### config.mk
export PLATFORM = sky130hd
export DESIGN_NAME = memory_access_flat
export DESIGN_NICKNAME = d
export VERILOG_FILES = /design/src/rtl/memory_access_if.sv /design/src/rtl/memory_access.sv /design/src/flat_wrapper.sv
export SDC_FILE = /design/constraint.sdc
export NUM_CORES = 1
export LEC_CHECK = 0
export ABC_AREA = 1
export BUFFER_PORTS_ARGS = -buffer_cell sky130_fd_sc_hd__buf_2
export CAP_MARGIN = 5
export CORE_AREA = 2 2 213 215
export DETAILED_ROUTE_END_ITERATION = 10
export DIE_AREA = 0 0 215 217
export GPL_TIMING_DRIVEN = 0
export PLACE_DENSITY = 0.61
export SYNTH_ARGS = -nofsm -noshare
export SYNTH_HDL_FRONTEND = slang
export SYNTH_SLANG_ARGS = --single-unit
### constraint.sdc
create_clock -name clk -period 7.2 [get_ports clk]
set_clock_uncertainty 0.15 [all_clocks]
set_input_delay 1.44 -clock clk [delete_from_list [all_inputs] [get_ports clk]]
set_output_delay 1.44 -clock clk [all_outputs]
set_load 0.02 [all_outputs]
### src/rtl/memory_access_if.sv
// Data-bus request/response bundle between the memory stage (master) and the data memory port (slave).
interface memory_access_if;
   logic        dreq_valid;
   logic [63:0] dreq_addr;
   logic [2:0]  dreq_size;
   logic [7:0]  dreq_strobe;
   logic [63:0] dreq_data;
   logic        dresp_addr_ok;
   logic        dresp_data_ok;
   logic [63:0] dresp_data;

   modport master (
      output dreq_valid, dreq_addr, dreq_size, dreq_strobe, dreq_data,
      input  dresp_addr_ok, dresp_data_ok, dresp_data
   );

   modport slave (
      input  dreq_valid, dreq_addr, dreq_size, dreq_strobe, dreq_data,
      output dresp_addr_ok, dresp_data_ok, dresp_data
   );
endinterface

### src/rtl/memory_access.sv
// Memory stage: issues load/store bus transactions, aligns/extends load data, registers the writeback result.
// Optional feature: define MEM_MISALIGN_TRAP_EN to trap misaligned accesses instead of issuing them.
module memory_access (
   input  logic            clk,
   input  logic            reset,
   input  logic            in_valid,
   input  logic [63:0]     in_aluout,
   input  logic [63:0]     in_wdata,
   input  logic            in_memread,
   input  logic            in_memwrite,
   input  logic [1:0]      in_msize,
   input  logic            in_unsigned,
   input  logic [4:0]      in_rd,
   input  logic            in_regwrite,
   input  logic [63:0]     in_pc,
   input  logic            flush,
   memory_access_if.master dbus,
   output logic            stall_m,
   output logic            out_valid,
   output logic            out_regwrite,
   output logic            out_misalign,
   output logic [63:0]     out_result,
   output logic [4:0]      out_rd,
   output logic [63:0]     out_pc
);

   typedef enum logic [1:0] {IDLE, WAIT_DATA, DONE} state_t;
   typedef enum logic [1:0] {CAP_BUBBLE, CAP_PASS, CAP_MEM} cap_t;

   state_t      state, state_next;
   cap_t        cap_sel;
   logic        dreq_valid_c;
   logic        take_data;
   logic        kill_q;
   logic [63:0] rdata_q;

   logic [2:0]  off;
   logic [5:0]  lane_shift;
   logic        mem_op;
   logic        live_in;
   logic        trap;
   logic        req_go;
   logic [7:0]  size_mask;
   logic [7:0]  strobe_c;
   logic [63:0] sh;
   logic [63:0] load_val;
   logic        sext;

   assign off        = in_aluout[2:0];
   assign lane_shift = {off, 3'b000};
   assign mem_op     = in_memread | in_memwrite;
   assign live_in    = in_valid & ~flush;

`ifdef MEM_MISALIGN_TRAP_EN
   logic misaligned;

   always_comb begin
      misaligned = 1'b0;
      unique case (in_msize)
         2'b00:   misaligned = 1'b0;
         2'b01:   misaligned = off[0];
         2'b10:   misaligned = |off[1:0];
         2'b11:   misaligned = |off;
         default: misaligned = 1'b0;
      endcase
   end

   assign trap = live_in & mem_op & misaligned;
`else
   assign trap = 1'b0;
`endif

   assign req_go = live_in & mem_op & ~trap;

   always_comb begin
      size_mask = 8'h01;
      unique case (in_msize)
         2'b00:   size_mask = 8'h01;
         2'b01:   size_mask = 8'h03;
         2'b10:   size_mask = 8'h0F;
         2'b11:   size_mask = 8'hFF;
         default: size_mask = 8'h01;
      endcase
   end

   // Lanes shifted past bit 7 / bit 63 fall off, which drops bytes crossing the dword boundary.
   assign strobe_c = in_memwrite ? (size_mask << off) : 8'h00;

   assign dbus.dreq_valid  = dreq_valid_c;
   assign dbus.dreq_addr   = in_aluout;
   assign dbus.dreq_size   = {1'b0, in_msize};
   assign dbus.dreq_strobe = strobe_c;
   assign dbus.dreq_data   = in_wdata << lane_shift;

   assign sh   = rdata_q >> lane_shift;
   assign sext = ~in_unsigned;

   always_comb begin
      load_val = sh;
      unique case (in_msize)
         2'b00:   load_val = {{56{sext & sh[7]}},  sh[7:0]};
         2'b01:   load_val = {{48{sext & sh[15]}}, sh[15:0]};
         2'b10:   load_val = {{32{sext & sh[31]}}, sh[31:0]};
         2'b11:   load_val = sh;
         default: load_val = sh;
      endcase
   end

   always_ff @(posedge clk or posedge reset) begin
      if (reset) state <= IDLE;
      else       state <= state_next;
   end

   always_comb begin
      state_next = state;
      unique case (state)
         IDLE: begin
            if (req_go) begin
               if (dbus.dresp_addr_ok && dbus.dresp_data_ok) state_next = DONE;
               else if (dbus.dresp_addr_ok)                  state_next = WAIT_DATA;
               else                                          state_next = IDLE;
            end
         end
         WAIT_DATA: if (dbus.dresp_data_ok) state_next = DONE;
         DONE:      state_next = IDLE;
         default:   state_next = IDLE;
      endcase
   end

   // While stalled the output register takes a bubble so writeback never sees a duplicate.
   always_comb begin
      dreq_valid_c = 1'b0;
      stall_m      = 1'b0;
      take_data    = 1'b0;
      cap_sel      = CAP_BUBBLE;
      unique case (state)
         IDLE: begin
            if (req_go) begin
               dreq_valid_c = 1'b1;
               stall_m      = 1'b1;
               take_data    = dbus.dresp_addr_ok & dbus.dresp_data_ok;
            end else begin
               cap_sel = CAP_PASS;
            end
         end
         WAIT_DATA: begin
            stall_m   = 1'b1;
            take_data = dbus.dresp_data_ok;
         end
         DONE:    cap_sel = CAP_MEM;
         default: cap_sel = CAP_BUBBLE;
      endcase
   end

   always_ff @(posedge clk or posedge reset) begin
      if (reset)          rdata_q <= 64'h0;
      else if (take_data) rdata_q <= dbus.dresp_data;
   end

   // The bus cannot cancel an accepted request, so a flush while waiting is remembered until DONE.
   always_ff @(posedge clk or posedge reset) begin
      if (reset)                               kill_q <= 1'b0;
      else if (state == WAIT_DATA && flush)    kill_q <= 1'b1;
      else if (state == DONE)                  kill_q <= 1'b0;
   end

   always_ff @(posedge clk or posedge reset) begin
      if (reset) begin
         out_valid    <= 1'b0;
         out_regwrite <= 1'b0;
         out_misalign <= 1'b0;
         out_result   <= 64'h0;
         out_rd       <= 5'd0;
         out_pc       <= 64'h0;
      end else begin
         unique case (cap_sel)
            CAP_PASS: begin
               out_valid    <= live_in;
               out_regwrite <= live_in & in_regwrite & ~trap;
               out_misalign <= trap;
               out_result   <= in_aluout;
               out_rd       <= in_rd;
               out_pc       <= in_pc;
            end
            CAP_MEM: begin
               out_valid    <= in_valid & ~flush & ~kill_q;
               out_regwrite <= in_valid & ~flush & ~kill_q & in_regwrite;
               out_misalign <= 1'b0;
               out_result   <= in_memread ? load_val : in_aluout;
               out_rd       <= in_rd;
               out_pc       <= in_pc;
            end
            default: begin
               out_valid    <= 1'b0;
               out_regwrite <= 1'b0;
               out_misalign <= 1'b0;
            end
         endcase
      end
   end

endmodule

### src/flat_wrapper.sv
// flat-port wrapper written by rule: the top's interface ports become plain ports
module memory_access_flat 
  (clk, reset, in_valid, in_aluout, in_wdata, in_memread, in_memwrite, in_msize, in_unsigned, in_rd, in_regwrite, in_pc, flush, stall_m, out_valid, out_regwrite, out_misalign, out_result, out_rd, out_pc, dbus_dreq_valid, dbus_dreq_addr, dbus_dreq_size, dbus_dreq_strobe, dbus_dreq_data, dbus_dresp_addr_ok, dbus_dresp_data_ok, dbus_dresp_data);
  memory_access_if dbus_i ();
  input  logic clk;
  input  logic reset;
  input  logic in_valid;
  input  logic [63:0] in_aluout;
  input  logic [63:0] in_wdata;
  input  logic in_memread;
  input  logic in_memwrite;
  input  logic [1:0] in_msize;
  input  logic in_unsigned;
  input  logic [4:0] in_rd;
  input  logic in_regwrite;
  input  logic [63:0] in_pc;
  input  logic flush;
  output logic stall_m;
  output logic out_valid;
  output logic out_regwrite;
  output logic out_misalign;
  output logic [63:0] out_result;
  output logic [4:0] out_rd;
  output logic [63:0] out_pc;
  output wire logic [$bits(dbus_i.dreq_valid)-1:0] dbus_dreq_valid;
  output wire logic [$bits(dbus_i.dreq_addr)-1:0] dbus_dreq_addr;
  output wire logic [$bits(dbus_i.dreq_size)-1:0] dbus_dreq_size;
  output wire logic [$bits(dbus_i.dreq_strobe)-1:0] dbus_dreq_strobe;
  output wire logic [$bits(dbus_i.dreq_data)-1:0] dbus_dreq_data;
  input wire logic [$bits(dbus_i.dresp_addr_ok)-1:0] dbus_dresp_addr_ok;
  input wire logic [$bits(dbus_i.dresp_data_ok)-1:0] dbus_dresp_data_ok;
  input wire logic [$bits(dbus_i.dresp_data)-1:0] dbus_dresp_data;
  assign dbus_dreq_valid = dbus_i.dreq_valid;
  assign dbus_dreq_addr = dbus_i.dreq_addr;
  assign dbus_dreq_size = dbus_i.dreq_size;
  assign dbus_dreq_strobe = dbus_i.dreq_strobe;
  assign dbus_dreq_data = dbus_i.dreq_data;
  assign dbus_i.dresp_addr_ok = dbus_dresp_addr_ok;
  assign dbus_i.dresp_data_ok = dbus_dresp_data_ok;
  assign dbus_i.dresp_data = dbus_dresp_data;
  memory_access u_core (.clk(clk), .reset(reset), .in_valid(in_valid), .in_aluout(in_aluout), .in_wdata(in_wdata), .in_memread(in_memread), .in_memwrite(in_memwrite), .in_msize(in_msize), .in_unsigned(in_unsigned), .in_rd(in_rd), .in_regwrite(in_regwrite), .in_pc(in_pc), .flush(flush), .dbus(dbus_i), .stall_m(stall_m), .out_valid(out_valid), .out_regwrite(out_regwrite), .out_misalign(out_misalign), .out_result(out_result), .out_rd(out_rd), .out_pc(out_pc));
endmodule
[Word level (Yosys, flattened, before mapping)]
Cells that the tools add are included.
Cells by class
  equality and inequality tests: 9
  shifts and indexed selects: 3
  muxes and demuxes: 21
  bitwise gates (word level): 13
  reductions and logical operators: 8
Operator list (count)
  $pmux W64 S4: 1
  $pmux W64 S2: 1
  $mux W64: 1
  $shl A64 B6 Y64: 1
  $shr A64 B6 Y64: 1
  $pmux W8 S4: 1
  $and A1 B1 Y1: 9
  $eq A2 B2 Y1 const B: 4
  $mux W8: 1
  $pmux W1 S2: 4
  $pmux W2 S2: 2
  $shl A8 B3 Y8: 1
  $mux W1: 7
  $eq A2 B1 Y1 const B: 3
  $mux W2: 3
  $logic_not A2 Y1: 2
  $reduce_bool A2 Y1: 2
  $not A1 Y1: 3
  $logic_and A1 B1 Y1: 2
  $ne A2 B1 Y1 const B: 1
  $ne A2 B2 Y1 const B: 1
  $reduce_and A2 Y1: 1
  $reduce_or A2 Y1: 1
  $or A1 B1 Y1: 1
Word-level totals
  flip-flop bits (word level): 202
  input port bits: 273
  output and inout bits: 277
  logic and storage cells: 62

[Logic depth before layout (Yosys ltp)]
Gate-level depths: netlist of run 1.
  depth in word-level cells: 7
  depth in mapped cells: 13
  gate-level depth less buffers: 11

[Least setup slack after synthesis of run 1]
Ideal clock, no wire load.
  path type: in2out
  start point: input port in_aluout[1]
  end point: output port dbus_dreq_data[53]
  arrival: 2.837 ns
  required time: 5.610 ns
  setup slack: 2.773 ns
  stages on the path: 7
  buffers on the path: 4
  cell sequence: buf_4 > inv_4 > buf_2 > buf_2 > buf_2 > a22oi_1 > o21ai_0
Between the ends
  cells in the longest elaborated chain, start to end: 1
Ends and longest elaborated chain
  start: declaration: line flat_wrapper.sv:8  | input logic [63:0] in_aluout;
  $shl A64 B6 Y64: line memory_access.sv:93  | assign dbus.dreq_data = in_wdata << lane_shift;
  end: declaration: line flat_wrapper.sv:29  | output wire logic [$bits(dbus_i.dreq_data)-1:0] dbus_dreq_data;
No other way between the ends.

[Worst setup path after layout of run 1]
  start point: input port in_aluout[1]
  end point: output port dbus_dreq_data[54]
The elaborated chain is that of the path after synthesis.

==> results of run 1 <==
routing by layer:
layer  GRT usage  part of all wire  up-vias
met4      0.0915             0.033       32
met5           0            0.0032        -
met2       0.522              0.51      713
li1            -                 -     6906
met1       0.320              0.38     6971
met3      0.0530             0.070      136
worst max-delay path: stages:
cell	delay, ns
buf_4	0.17
buf_2	0.28
buf_2	0.45
buf_1	0.68
nand2_1	0.18
nand3_1	0.11
o21ai_0	0.14
buf_2	0.21
registers in the layout, summed over array words and instances (netlist names):
name,cells
u_core.kill_q,1
u_core.out_pc,64
u_core.out_rd,5
u_core.out_regwrite,1
u_core.out_result,64
u_core.out_valid,1
u_core.rdata_q,64
u_core.state,2
logic make-up (layout without fill, tap and decap cells):
group | after synthesis | in the layout | share of synthesized area
multiplexers | 26 | 26 | 0.0204
AND/OR/NAND/NOR | 886 | 886 | 0.291
other | 1 | 7 | 0.000294
buffers and inverters | 279 | 862 | 0.120
AO/OA/AOI/OAI | 388 | 388 | 0.172
flip-flops | 202 | 202 | 0.396
worst paths after layout:
check | start | end | slack [ns] | cells past startpoint
max in group asynchronous | reset | u_core.out_result[22] | 5.02 | 3
min in group asynchronous | reset | u_core.out_pc[63] | 0.81 | 2
min | u_core.kill_q | u_core.out_valid | 0.30 | 1
min reg2reg | u_core.kill_q | u_core.out_valid | 0.30 | 1
max | in_aluout[1] | dbus_dreq_data[54] | 1.93 | 8
max reg2reg | u_core.state[1] | u_core.out_result[26] | 4.90 | 9
area by class of cell:
class | count | share of cell area
Tap cell | 600 | 0.0440
Inverter | 81 | 0.0186
Buffer | 198 | 0.0718
Sequential cell | 202 | 0.297
Clock buffer | 35 | 0.0411
Clock inverter | 4 | 0.00352
Timing Repair Buffer | 544 | 0.161
Antenna cell | 5 | 0.000734
Multi-Input combinational cell | 1302 | 0.363
Yosys cell counts, drive strengths merged:
cell    instances
dfrtp         202
a211oi          2
mux2i          26
nand4          32
o21a            6
and2            5
a21o            2
o22ai           1
a31oi           6
nand2         630
nor3            7
conb            1
o211ai         35
o21ai         216
a21oi         110
nor4            1
or2             6
inv            80
a22oi           9
clkinv          1
clkbuf         30
o21bai          1
buf           168
nand3          83
nor2          122
power groups by stage:
stage                     Combinational (mW)  Sequential [mW]  Clock [mW]
after global placement                  1.42             1.52           0
after global routing                    1.55             1.53        1.28
after CTS                               1.43             1.51        1.23
after detailed placement                1.42             1.53           0
final                                   1.43             1.51        1.21
after floorplan                        0.696             1.64           0
==> flow_summary.ini, run 1 <==
[timing]
relSlewSlack = 0.414
tightest_slew_ns = 0.879
finalCriticalPeriod_ns = 5.27
final_hold_viol_count = 0
rsz0062_at_grt = false
timing.fmax_mhz = 190
drv_slew = 0
fin_setup_tns_ns = 0
finalCritPeriodShare = 0.732
finalSetupViolations = 0
holdWs_ns = 0.298
setup_ws_ns = 1.93

[detailed_routing]
wirelength_um = 67700
via_per_inst = 4.97
drtIter0Drc = 1047
firstDrtPassIters = 6
vias = 14758
routedWlPerCell_um = 22.8
ant_nets = 0
drc = 0

[critical_path]
start_kind = input port
critical_path_arrival_ns = 3.68
worst_setup_path_end_kind = primary output
path_class = in -> out
critical_path_required_ns = 5.61
crit_fanout = 10

[pwr]
p_int_mw = 2.52
swShare = 0.392
p_per_area_nw_per_um2 = 243
seq_power_share = 0.365
p_clk_frac = 0.291
ir_worst_vdd_v = 0.000123
p_sw_mw = 1.62
power.leakage_nw = 8.90
power_frac_comb = 0.344
finalPower_mw = 4.15

[clocking]
clockBufferDepth = 3
cts-root-buf = clkbuf_16
tritoncts = built
cts_buffers = 23
path_clk_slew_ns = 0.06
clk_latency_ns = 0.55
ctsResizeCount = 0
post_cts_buffers = 0
ctsHoldBuffers = 0
clkSinkCount = 202
htreeDepth = 1

[placed_design]
place_ws_ns = 1.99
portBuffers = 543
dp_cells = 2927
hpwl_um = 55600
place_congestion = 0.942
placed_area_um2 = 16300

[yosys]
yosys.area.top_type = dfrtp_1
synth_area_leaders = dfrtp_1 40%, nand2_1 18%, o21ai_0 7.6%, buf_4 4.8%, nor2_1 3.3%
yosys_register_bits = 202
yosys_warnings = 0
yosysTopAreaCellShare = 0.396
ys_seq_area_frac = 0.396
netlist-cell-type-count = 43
syn_inst = 1782
syn_area_um2 = 12800
avgSynthCellArea_um2 = 7.16

[finish]
area_growth_pct = 33.5
fin_cells = 2971
multi_input_area_um2 = 6180
regArea_um2 = 5050
nets = 2625
layout_commonest_cell = nand2_1
n_fill_cell = 4914
final_util = 0.381
drive_gt1_frac = 0.341
fin_area_um2 = 17000
mostFrequentLayoutCells = 622 x nand2_1, 609 x buf_2, 202 x dfrtp_1, 193 x o21ai_0, 113 x nor2_1

[global_route]
grt.total_usage = 0.279
antenna_found_initial = 21
overflow = 0
grt_max_degree = 122
grt_pass1_wl_um = 96600
grt_pass1_vias = 14565

[die]
die_area_um2 = 46700
die_w_um = 215
start_util = 0.286
die_h_um = 217
coreArea_um2 = 44700
rows = 78
ios = 550

[flow_run]
cap_violations = 0

[min_path]
hold_class = reg -> reg

[run_status]
outcome = finished clean
(Power assumes the default switching activity.)
==> inputs of run 2 (changes only) <==
--- a/config.mk
+++ b/config.mk
@@ -8,11 +8,11 @@
 export ABC_AREA = 1
 export BUFFER_PORTS_ARGS = -buffer_cell sky130_fd_sc_hd__buf_2
 export CAP_MARGIN = 5
-export CORE_AREA = 2 2 213 215
+export CORE_AREA = 2 2 214 216
 export DETAILED_ROUTE_END_ITERATION = 10
-export DIE_AREA = 0 0 215 217
+export DIE_AREA = 0 0 216 218
 export GPL_TIMING_DRIVEN = 0
-export PLACE_DENSITY = 0.61
+export PLACE_DENSITY = 0.59
 export SYNTH_ARGS = -nofsm -noshare
 export SYNTH_HDL_FRONTEND = slang
 export SYNTH_SLANG_ARGS = --single-unit
==> constraint.sdc (replaced) <==
create_clock -name clk -period 5.1 [get_ports clk]
set_clock_uncertainty 0.15 [all_clocks]
set_input_delay 1.02 -clock clk [delete_from_list [all_inputs] [get_ports clk]]
set_output_delay 1.02 -clock clk [all_outputs]
set_load 0.02 [all_outputs]
==> flow_summary.ini, run 2 (same netlist as run 1, synthesis figures left out) <==
[critical_path]
crit_fanout = 10
r2r_slack_ns = 2.89
critical_path_required_ns = 3.93
worstReg2RegStart = u_core.state[1]
start_kind = input port
critical_path_arrival_ns = 3.14
path_class = in -> out
rr_worst_depth = 10
worst_setup_path_end_kind = primary output
worstReg2RegEnd = u_core.out_result[2]

[clocking]
cts-root-buf = clkbuf_16
tritoncts = built
ctsHoldBuffers = 0
clk_latency_ns = 0.54
path_clk_slew_ns = 0.06
post_cts_buffers = 0
ctsResizeCount = 0
clkSinkCount = 202
htreeDepth = 1
clockBufferDepth = 3
cts_buffers = 23

[timing]
rsz0062_at_grt = false
finalCritPeriodShare = 0.845
drv_slew = 0
fin_setup_tns_ns = 0
relSlewSlack = 0.311
timing.fmax_mhz = 232
tightest_slew_ns = 1.03
finalSetupViolations = 0
setup_ws_ns = 0.793
holdWs_ns = 0.296
final_hold_viol_count = 0
finalCriticalPeriod_ns = 4.31

[global_route]
grt_pass1_vias = 14736
grt.total_usage = 0.278
antenna_found_initial = 28
overflow = 0
grt_max_degree = 43
grt_pass1_wl_um = 96500

[detailed_routing]
via_per_inst = 4.95
drc = 0
drtIter0Drc = 1017
wirelength_um = 67700
vias = 14805
ant_nets = 0
firstDrtPassIters = 5
routedWlPerCell_um = 22.7

[min_path]
worstHoldStart = u_core.kill_q
holdPathStages = 1
hold_class = reg -> reg
whs_endpoint = u_core.out_valid

[die]
ios = 550
die_w_um = 216
start_util = 0.284
coreArea_um2 = 44900
die_area_um2 = 47100
die_h_um = 218
rows = 78

[pwr]
finalPower_mw = 5.87
ir_worst_vdd_v = 0.000215
p_clk_frac = 0.290
swShare = 0.394
p_int_mw = 3.56
p_sw_mw = 2.31
p_per_area_nw_per_um2 = 342
power.leakage_nw = 8.93
power_frac_comb = 0.344
seq_power_share = 0.366

[finish]
nets = 2629
area_growth_pct = 34.4
drive_gt1_frac = 0.344
layout_commonest_cell = nand2_1
top_regs = u_core.out_pc (64), u_core.out_result (64), u_core.rdata_q (64)
mostFrequentLayoutCells = 622 x nand2_1, 609 x buf_2, 202 x dfrtp_1, 193 x o21ai_0, 113 x nor2_1
fin_cells = 2988

[placed_design]
dp_cells = 2931
hpwl_um = 56300
place_congestion = 0.961
portBuffers = 543
place_ws_ns = 0.818

[run_status]
outcome = finished clean

[flow_run]
cap_violations = 0
-- run 2: cell count changes in the layout (fill, tap and decap cells not counted) --
cell        delta
buf_16         -1
diode_2       +11
clkinv_2       +2
clkbuf_8       -1
clkinvlp_4     +3
inv_8          -1
clkbuf_1       -2
inv_6          +1
buf_12         +5
-- run 2: worst max path at each step --
| stage | start | end | slack, ns | cells after the start |
|---|---|---|---|---|
| final | in_aluout[2] | dbus_dreq_data[51] | 0.79 | 8 |
| after global routing | in_aluout[1] | dbus_dreq_data[38] | 0.71 | 7 |
| after CTS | in_aluout[1] | dbus_dreq_data[38] | 0.80 | 7 |
| after detailed placement | in_aluout[1] | dbus_dreq_data[38] | 0.82 | 7 |
| after global placement | reset | u_core.out_pc[0] | -0.13 | 2 |
| after floorplan | reset | u_core.kill_q | 1.31 | 1 |
-- run 2: area by class of cell --
cell class / instances / area (um2)
Antenna cell: 16 / 40.0
Buffer: 198 / 1220
Clock buffer: 32 / 679
Clock inverter: 9 / 93.8
Fill cell: 4953 / 27700
Inverter: 81 / 313
Multi-Input combinational cell: 1302 / 6180
Sequential cell: 202 / 5050
Tap cell: 600 / 751
Timing Repair Buffer: 548 / 2820
-- run 2: metrics by stage --
stage | utilization | area [um2]
after floorplan | - | 12800
after global placement | 0.362 | 16200
after detailed placement | 0.364 | 16300
after CTS | 0.381 | 17100
after global routing | 0.382 | 17100
final | 0.382 | 17200
-- run 2: per-layer routing --
metal  track usage  wire length (um)  part of all wire  vias to the layer above
met5             0               103            0.0015                        -
met4         0.105              2600             0.038                       18
met3        0.0623              5130             0.076                      127
met2         0.508             34100              0.50                      693
met1         0.314             25800              0.38                     7023
li1              -                 -                 -                     6944
-- run 2: power by group through the flow --
stage               clock (mW)  sequential, mW  combinational, mW
finish                    1.70            2.15               2.02
global placement             0            2.16               2.00
global route              1.80            2.18               2.19
floorplan                    0            2.31              0.984
CTS                       1.73            2.15               2.02
detailed placement           0            2.17               2.02
-- run 2: worst max-delay path, stage by stage --
cell     delay (ns)
buf_2          0.18
inv_2          0.10
buf_2          0.31
buf_2          0.38
buf_1          0.56
nand3_1        0.20
o21ai_0        0.15
buf_2          0.21
